==> config.mk <==
export PLATFORM = sky130hd
export DESIGN_NAME = hazard_forward_unit
export DESIGN_NICKNAME = d
export VERILOG_FILES = /design/src/rtl/hazard_forward_unit.sv
export SDC_FILE = /design/constraint.sdc
export NUM_CORES = 1
export LEC_CHECK = 0
export ABC_CLOCK_PERIOD_IN_PS = 3800
export CAP_MARGIN = 20
export CORE_UTILIZATION = 32
export CTS_CLUSTER_SIZE = 20
export DETAILED_ROUTE_END_ITERATION = 12
export PLACE_DENSITY = 0.66
export REMOVE_ABC_BUFFERS = 1
export SETUP_SLACK_MARGIN = 0.15
export SLEW_MARGIN = 20
export SYNTH_ARGS = -nofsm -noshare
export SYNTH_HDL_FRONTEND = slang
export SYNTH_SLANG_ARGS = --single-unit
==> constraint.sdc <==
create_clock -name clk -period 3.8 [get_ports clk]
set_clock_uncertainty 0.05 [all_clocks]
set_input_delay 0.38 -clock clk [delete_from_list [all_inputs] [get_ports clk]]
set_output_delay 0.38 -clock clk [all_outputs]
set_load 0.03 [all_outputs]
==> src/rtl/hazard_forward_unit.sv <==
// hazard_forward_unit: scoreboard of in-flight register writes driving operand
// forwarding, load-use stalls and a saturating stall counter for the decode stage.
module hazard_forward_unit #(
    parameter int DATA_W = 32,
    parameter int REG_AW = 7,
    parameter int DEPTH  = 3,
    parameter int CNT_W  = 16
) (
    input  logic                    clk,
    input  logic                    rst_n,
    input  logic                    id_valid,
    input  logic [REG_AW-1:0]       id_rs,
    input  logic [REG_AW-1:0]       id_rt,
    input  logic [REG_AW-1:0]       id_rd,
    input  logic                    id_we,
    input  logic [2:0]              id_avail,
    input  logic                    flush,
    input  logic [DEPTH*DATA_W-1:0] stage_data,
    output logic                    stall,
    output logic                    fwd_rs_en,
    output logic [DATA_W-1:0]       fwd_rs_data,
    output logic                    fwd_rt_en,
    output logic [DATA_W-1:0]       fwd_rt_data,
    output logic [CNT_W-1:0]        stall_cnt
);
    typedef struct packed {
        logic              valid;
        logic              we;
        logic [REG_AW-1:0] rd;
        logic [2:0]        avail;
    } entry_t;

    entry_t [DEPTH-1:0] sb_q, sb_d;
    logic   [CNT_W-1:0] cnt_q, cnt_d;
    logic               rs_nr, rt_nr;
    logic [2:0]         avail_c;

    // Result is {not_ready, forward_en, data}; scanning oldest to youngest lets the youngest match win.
    function automatic logic [DATA_W+1:0] lookup(input logic [REG_AW-1:0] s,
                                                 input entry_t [DEPTH-1:0] sb,
                                                 input logic [DEPTH*DATA_W-1:0] sd);
        logic [DATA_W+1:0] r;
        r = '0;
        for (int k = DEPTH - 1; k >= 0; k--)
            if (sb[k].valid && sb[k].we && sb[k].rd == s)
                r = (k >= 32'(sb[k].avail)) ? {2'b01, sd[k*DATA_W +: DATA_W]} : {2'b10, {DATA_W{1'b0}}};
        return r;
    endfunction

    assign {rs_nr, fwd_rs_en, fwd_rs_data} = (id_valid && id_rs != '0) ? lookup(id_rs, sb_q, stage_data) : '0;
    assign {rt_nr, fwd_rt_en, fwd_rt_data} = (id_valid && id_rt != '0) ? lookup(id_rt, sb_q, stage_data) : '0;
    assign stall     = (rs_nr | rt_nr) & ~flush;
    assign stall_cnt = cnt_q;
    assign avail_c   = (32'(id_avail) >= DEPTH) ? 3'(DEPTH - 1) : id_avail;

    always_comb begin
        sb_d = {sb_q[DEPTH-2:0], entry_t'('0)};
        if (flush)
            sb_d[1].valid = 1'b0;
        if (id_valid && !flush && !stall)
            sb_d[0] = '{valid: 1'b1, we: id_we && id_rd != '0, rd: id_rd, avail: avail_c};
        cnt_d = (stall && cnt_q != '1) ? cnt_q + CNT_W'(1) : cnt_q;
    end

    always_ff @(posedge clk or negedge rst_n) begin
        if (!rst_n) begin
            sb_q  <= '0;
            cnt_q <= '0;
        end else begin
            sb_q  <= sb_d;
            cnt_q <= cnt_d;
        end
    end
endmodule
======== Yosys cells after proc, flatten, opt, wreduce, memory -nomap -nowiden ========
Index checks and enable logic that the tools add are counted.
cells by class
  bitwise logic cells ..................... 3
  $lt $le $gt $ge ......................... 4
  reduce and logical (&&, ||, !) cells .... 20
  equality and inequality tests ........... 7
  $add $sub $neg .......................... 1
  multiplexer cells ....................... 14
operators with widths
  cell                     count
  $mux W34                 11
  $eq A7 B7 Y1             6
  $reduce_bool A7 Y1       3
  $add A16 B1 Y16 const B  1
  $ne A16 B16 Y1 const B   1
  $logic_and A1 B1 Y1      15
  $mux W12                 1
  $ge A1 B3 Y1 const A     2
  $ge A2 B3 Y1 const A     1
  $ge A3 B2 Y1 const B     1
  $mux W3                  1
  $logic_not A1 Y1         2
  $and A1 B1 Y1            1
  $mux W1                  1
  $not A1 Y1               1
  $or A1 B1 Y1             1
storage, ports and cells
  output and inout port bits .............. 83
  bits of input ports ..................... 125
  word-level logic and storage cells ...... 62
  flip-flop bits (word level) ............. 52

======== Longest topological paths before layout ========
  word-level depth ........................ 11
  gate-level depth with buffers ........... 10
  depth with buffers taken out ............ 8

======== Worst setup path before layout ========
OpenSTA, ideal clock, no wires.
  path type ............................... input to output
  start point ............................. in id_rs[2]
  end point ............................... out fwd_rs_data[29]
  arrival time ............................ 2802 ps
  setup slack ............................. 568 ps
  stages .................................. 8
  path buffers ............................ 3
  required time ........................... 3370 ps
  cells stage by stage .................... clkbuf_1 xor2_1 or4_1 nor2_1 clkbuf_1 buf_1 nor2_1 a211oi_1
on the way
  longest elaborated chain between the ends .. 6
ends and longest elaborated chain
  what                    RTL line  RTL
  from (decl)             12        input logic [REG_AW-1:0] id_rs,
  $eq A7 B7 Y1            45        if (sb[k].valid && sb[k].we && sb[k].rd == s)
  $logic_and A1 B1 Y1     45
  $mux W34 (3 in series)  45
  $mux W34 (*)            50        assign {rs_nr, fwd_rs_en, fwd_rs_data} = (id_valid && id_rs != '0) ? lookup(id_rs, sb_q, stage_data) : '0;
  to (decl)               21        output logic [DATA_W-1:0] fwd_rs_data,
Mark *: on every way between the ends. The rest lies on a longest branch, timed or not.

======== Worst setup path in the final report ========
  start point ............................. in id_rt[6]
  end point ............................... out fwd_rt_data[7]
on the way
  longest elaborated chain between the ends .. 6
ends and longest elaborated chain
  what                    RTL line  RTL
  from (decl)             13        input logic [REG_AW-1:0] id_rt,
  $eq A7 B7 Y1            45
  $logic_and A1 B1 Y1     45
  $mux W34 (3 in series)  45
  $mux W34 (*)            51        assign {rt_nr, fwd_rt_en, fwd_rt_data} = (id_valid && id_rt != '0) ? lookup(id_rt, sb_q, stage_data) : '0;
  to (decl)               23        output logic [DATA_W-1:0] fwd_rt_data,
Marked as above.

==> results.ini <==
[run_status]
status=finished clean

[grt]
grt_max_degree=53
grt_pass1_vias=4921
antenna_found_initial=0
grt_pass1_wl_mm=25.7
grt_overflow=0
grt_usage=0.228

[clocking]
cts_tree=done
numCtsBuffers=5
clk_latency_ns=0.30
clk_pin_slew_ns=0.07
clockBufferDepth=2
cts.sinks=52
cts_root_buf=clkbuf_16
ctsHoldBuffers=0
htreeDepth=2

[worst_setup_path]
worstPathMaxFanout=33
reg2reg_depth=9
crit_path_top_delay_cell=or4_1
crit_chain=clkdlybuf4s50_1 > xor2_1 > or4_1 > or2_2 > and3_1 > buf_12 > a32o_1 > a21oi_1 > nor2_1 > dlygate4sd2_1
worst-path-stages=10
critPathCaptureType=output port
cp_data_required_time_ns=3.37
crit_buf_inv=3
cp_top_family=simple AND/OR/NAND/NOR gates
path_class=primary input to output port
cp-start-kind=primary input
critPathArrivalTime_ns=3.09
max_stage_delay_ns=0.56

[layout]
drive_gt1_frac=0.147
final_util=0.532
area_growth_pct=60.0
fillers=1205
layout.cells.non_filler=901
num_antenna_cells=0
final_nets=854
final_area_um2=6820

[drt]
vias_per_cell=5.58
vias=5028
drc_errors=0
drt-total-wl_mm=16.2
ant_nets=0
wl_per_cell_um=17.9
firstDrtPassIters=5
dr.first_iter.drc_count=484

[placed_design]
io_buffers=207
place_hpwl_mm=11.7
globalplace.congestion=0.927
dpl_worst_slack_ns=-0.164
dpl.cell_count=891
dpl_cell_area_um2=6660

[timing]
finalCritPeriodShare=0.925
relSlewSlack=0.569
finalCriticalPeriod_ns=3.52
setup_ws_ns=0.284
hold_viol_final=0
slew_viol_final=0
worst_pin_slew_ns=0.646
setup_viol=0
rsz0062_at_grt=no
fmax_ghz=0.284

[floorplan]
io_pins=208
die_y_um=117
dieArea_um2=13800
fp-row-count=41
initial_core_util=0.332
core-area_um2=12800
die_w_um=117

[flow_run]
maxCapViolations=0

[power]
vdd_drop_max_v=0.000308
fin_total_pwr_mw=1.33
power_density_nw_per_um2=195
leakage_nw=2.80

[synthesis]
synth_top_area_share=0.305
synthDistinctLibCells=43
netlist_area_um2=4260
synthCells=528
synth_enable_flop_cells=0
synth-seq-cells=52
avgSynthCellArea_um2=8.07
ys_warn_count=0
yosys.area.top_type=dfrtp_1
seq_area_frac_synth=0.305
synth_area_leaders=dfrtp_1, a32o_1, xor2_1, nor2_1, nand3_1
async_flop_share=1.00
synth_flop_cell=dfrtp_1

[worst_hold_path]
holdCritPathClass=primary input to asynchronous set/reset pin

==> routing by layer <==
metal	vias to the layer above	share of wire	track usage	wire, um
met5	-	0	0	0
li1	2373	-	-	-
met3	26	0.064	0.0375	1030
met1	2402	0.42	0.282	6870
met2	227	0.49	0.403	7930
met4	0	0.021	0.0641	335
==> repair_timing <==
item | CTS | global route
pin swaps | 1 | 1
setup buffers | 1 | 1
endpoints found under the setup margin | 44 | 27
resized for setup | 29 | 7
==> report_power, final <==
group	total, mW	switching [mW]	internal, mW
Clock	0.458	0.209	0.249
Combinational	0.291	0.132	0.160
Sequential	0.582	0.0136	0.568
==> layout by cell type, fill, tap and decap left out, drive strengths merged, types with 3 or more instances in the layout <==
| master | instances |
|---|---|
| and3 | 14 |
| xnor2 | 20 |
| nand4 | 5 |
| a21oi | 38 |
| nor3 | 6 |
| o21ai | 17 |
| nand3b | 4 |
| nand2 | 43 |
| xor2 | 32 |
| a31oi | 3 |
| inv | 4 |
| buf | 80 |
| clkbuf | 5 |
| dlygate4sd2 | 27 |
| nand4b | 4 |
| a32o | 48 |
| a211oi | 17 |
| nor2 | 53 |
| or4 | 4 |
| nor4 | 7 |
| and2 | 26 |
| a2111oi | 3 |
| clkdlybuf4s50 | 137 |
| nand3 | 39 |
| nor2b | 3 |
| a32oi | 16 |
| dfrtp | 52 |
==> worst paths after layout <==
kind / startpoint / to / slack, ns
min reg2reg: sb_d[24] / sb_q[24] / 0.31
max in group asynchronous: rst_n / stall_cnt[14] / 3.23
min: rst_n / sb_q[11] / 0.06
max reg2reg: sb_d[33] / sb_d[12] / 0.66
min in group clk: sb_d[24] / sb_q[24] / 0.31
max: id_rt[6] / fwd_rt_data[7] / 0.28
==> cells by family after synthesis <==
group | Yosys count | synth area share
XOR/XNOR | 52 | 0.107
AND/OR/NAND/NOR | 216 | 0.257
flip-flops | 52 | 0.305
adder cells (fa/ha/maj) | 1 | 0.00294
buffers and inverters | 55 | 0.0499
other | 1 | 0.000880
AO/OA/AOI/OAI | 149 | 0.272
multiplexers | 2 | 0.00528
==> metrics by stage <==
| stage | hold slack, ns | TNS (ns) |
|---|---|---|
| finish | 0.0616 | 0 |
| floorplan | 0.0344 | -42.38 |
| detailed placement | 0.298 | -1.64 |
| CTS | 0.294 | 0 |
| global placement | 0.288 | -0.248 |
| global route | 0.119 | 0 |
==> sequential cells by signal, summed over array words and instances, names as in the netlist <==
register	count
sb_q	13
sb_d	23
stall_cnt	16
==> area by class of cell <==
type	instances	area, um2	share of cell area
tap	172	215	0.0316
multi-input combinational	421	2820	0.414
clock buffer	5	125	0.0184
timing repair buffer	246	2320	0.340
clock inverter	3	25.0	0.00367
sequential	52	1300	0.191
inverter	2	7.51	0.00110
==> synthesized netlist by cell type (2+ instances only) <==
cell type / count
nor4_1: 7
or4_1: 3
dfrtp_1: 52
a21oi_1: 38
and3_1: 14
clkbuf_1: 47
nor2_1: 53
a31oi_1: 3
mux2_2: 2
nand4_1: 5
or2_2: 2
nand3b_1: 4
a2111oi_0: 3
a32o_1: 48
nand4b_1: 4
a41oi_1: 2
buf_2: 2
inv_1: 2
or3_1: 2
nor2b_1: 3
a211oi_1: 17
xor2_1: 32
nand3_1: 39
buf_1: 3
and2_1: 26
nor3_1: 6
xnor2_1: 20
o21ai_0: 17
a32oi_1: 16
nand2_1: 43
No activity file was read; power rests on OpenSTA's default activity.
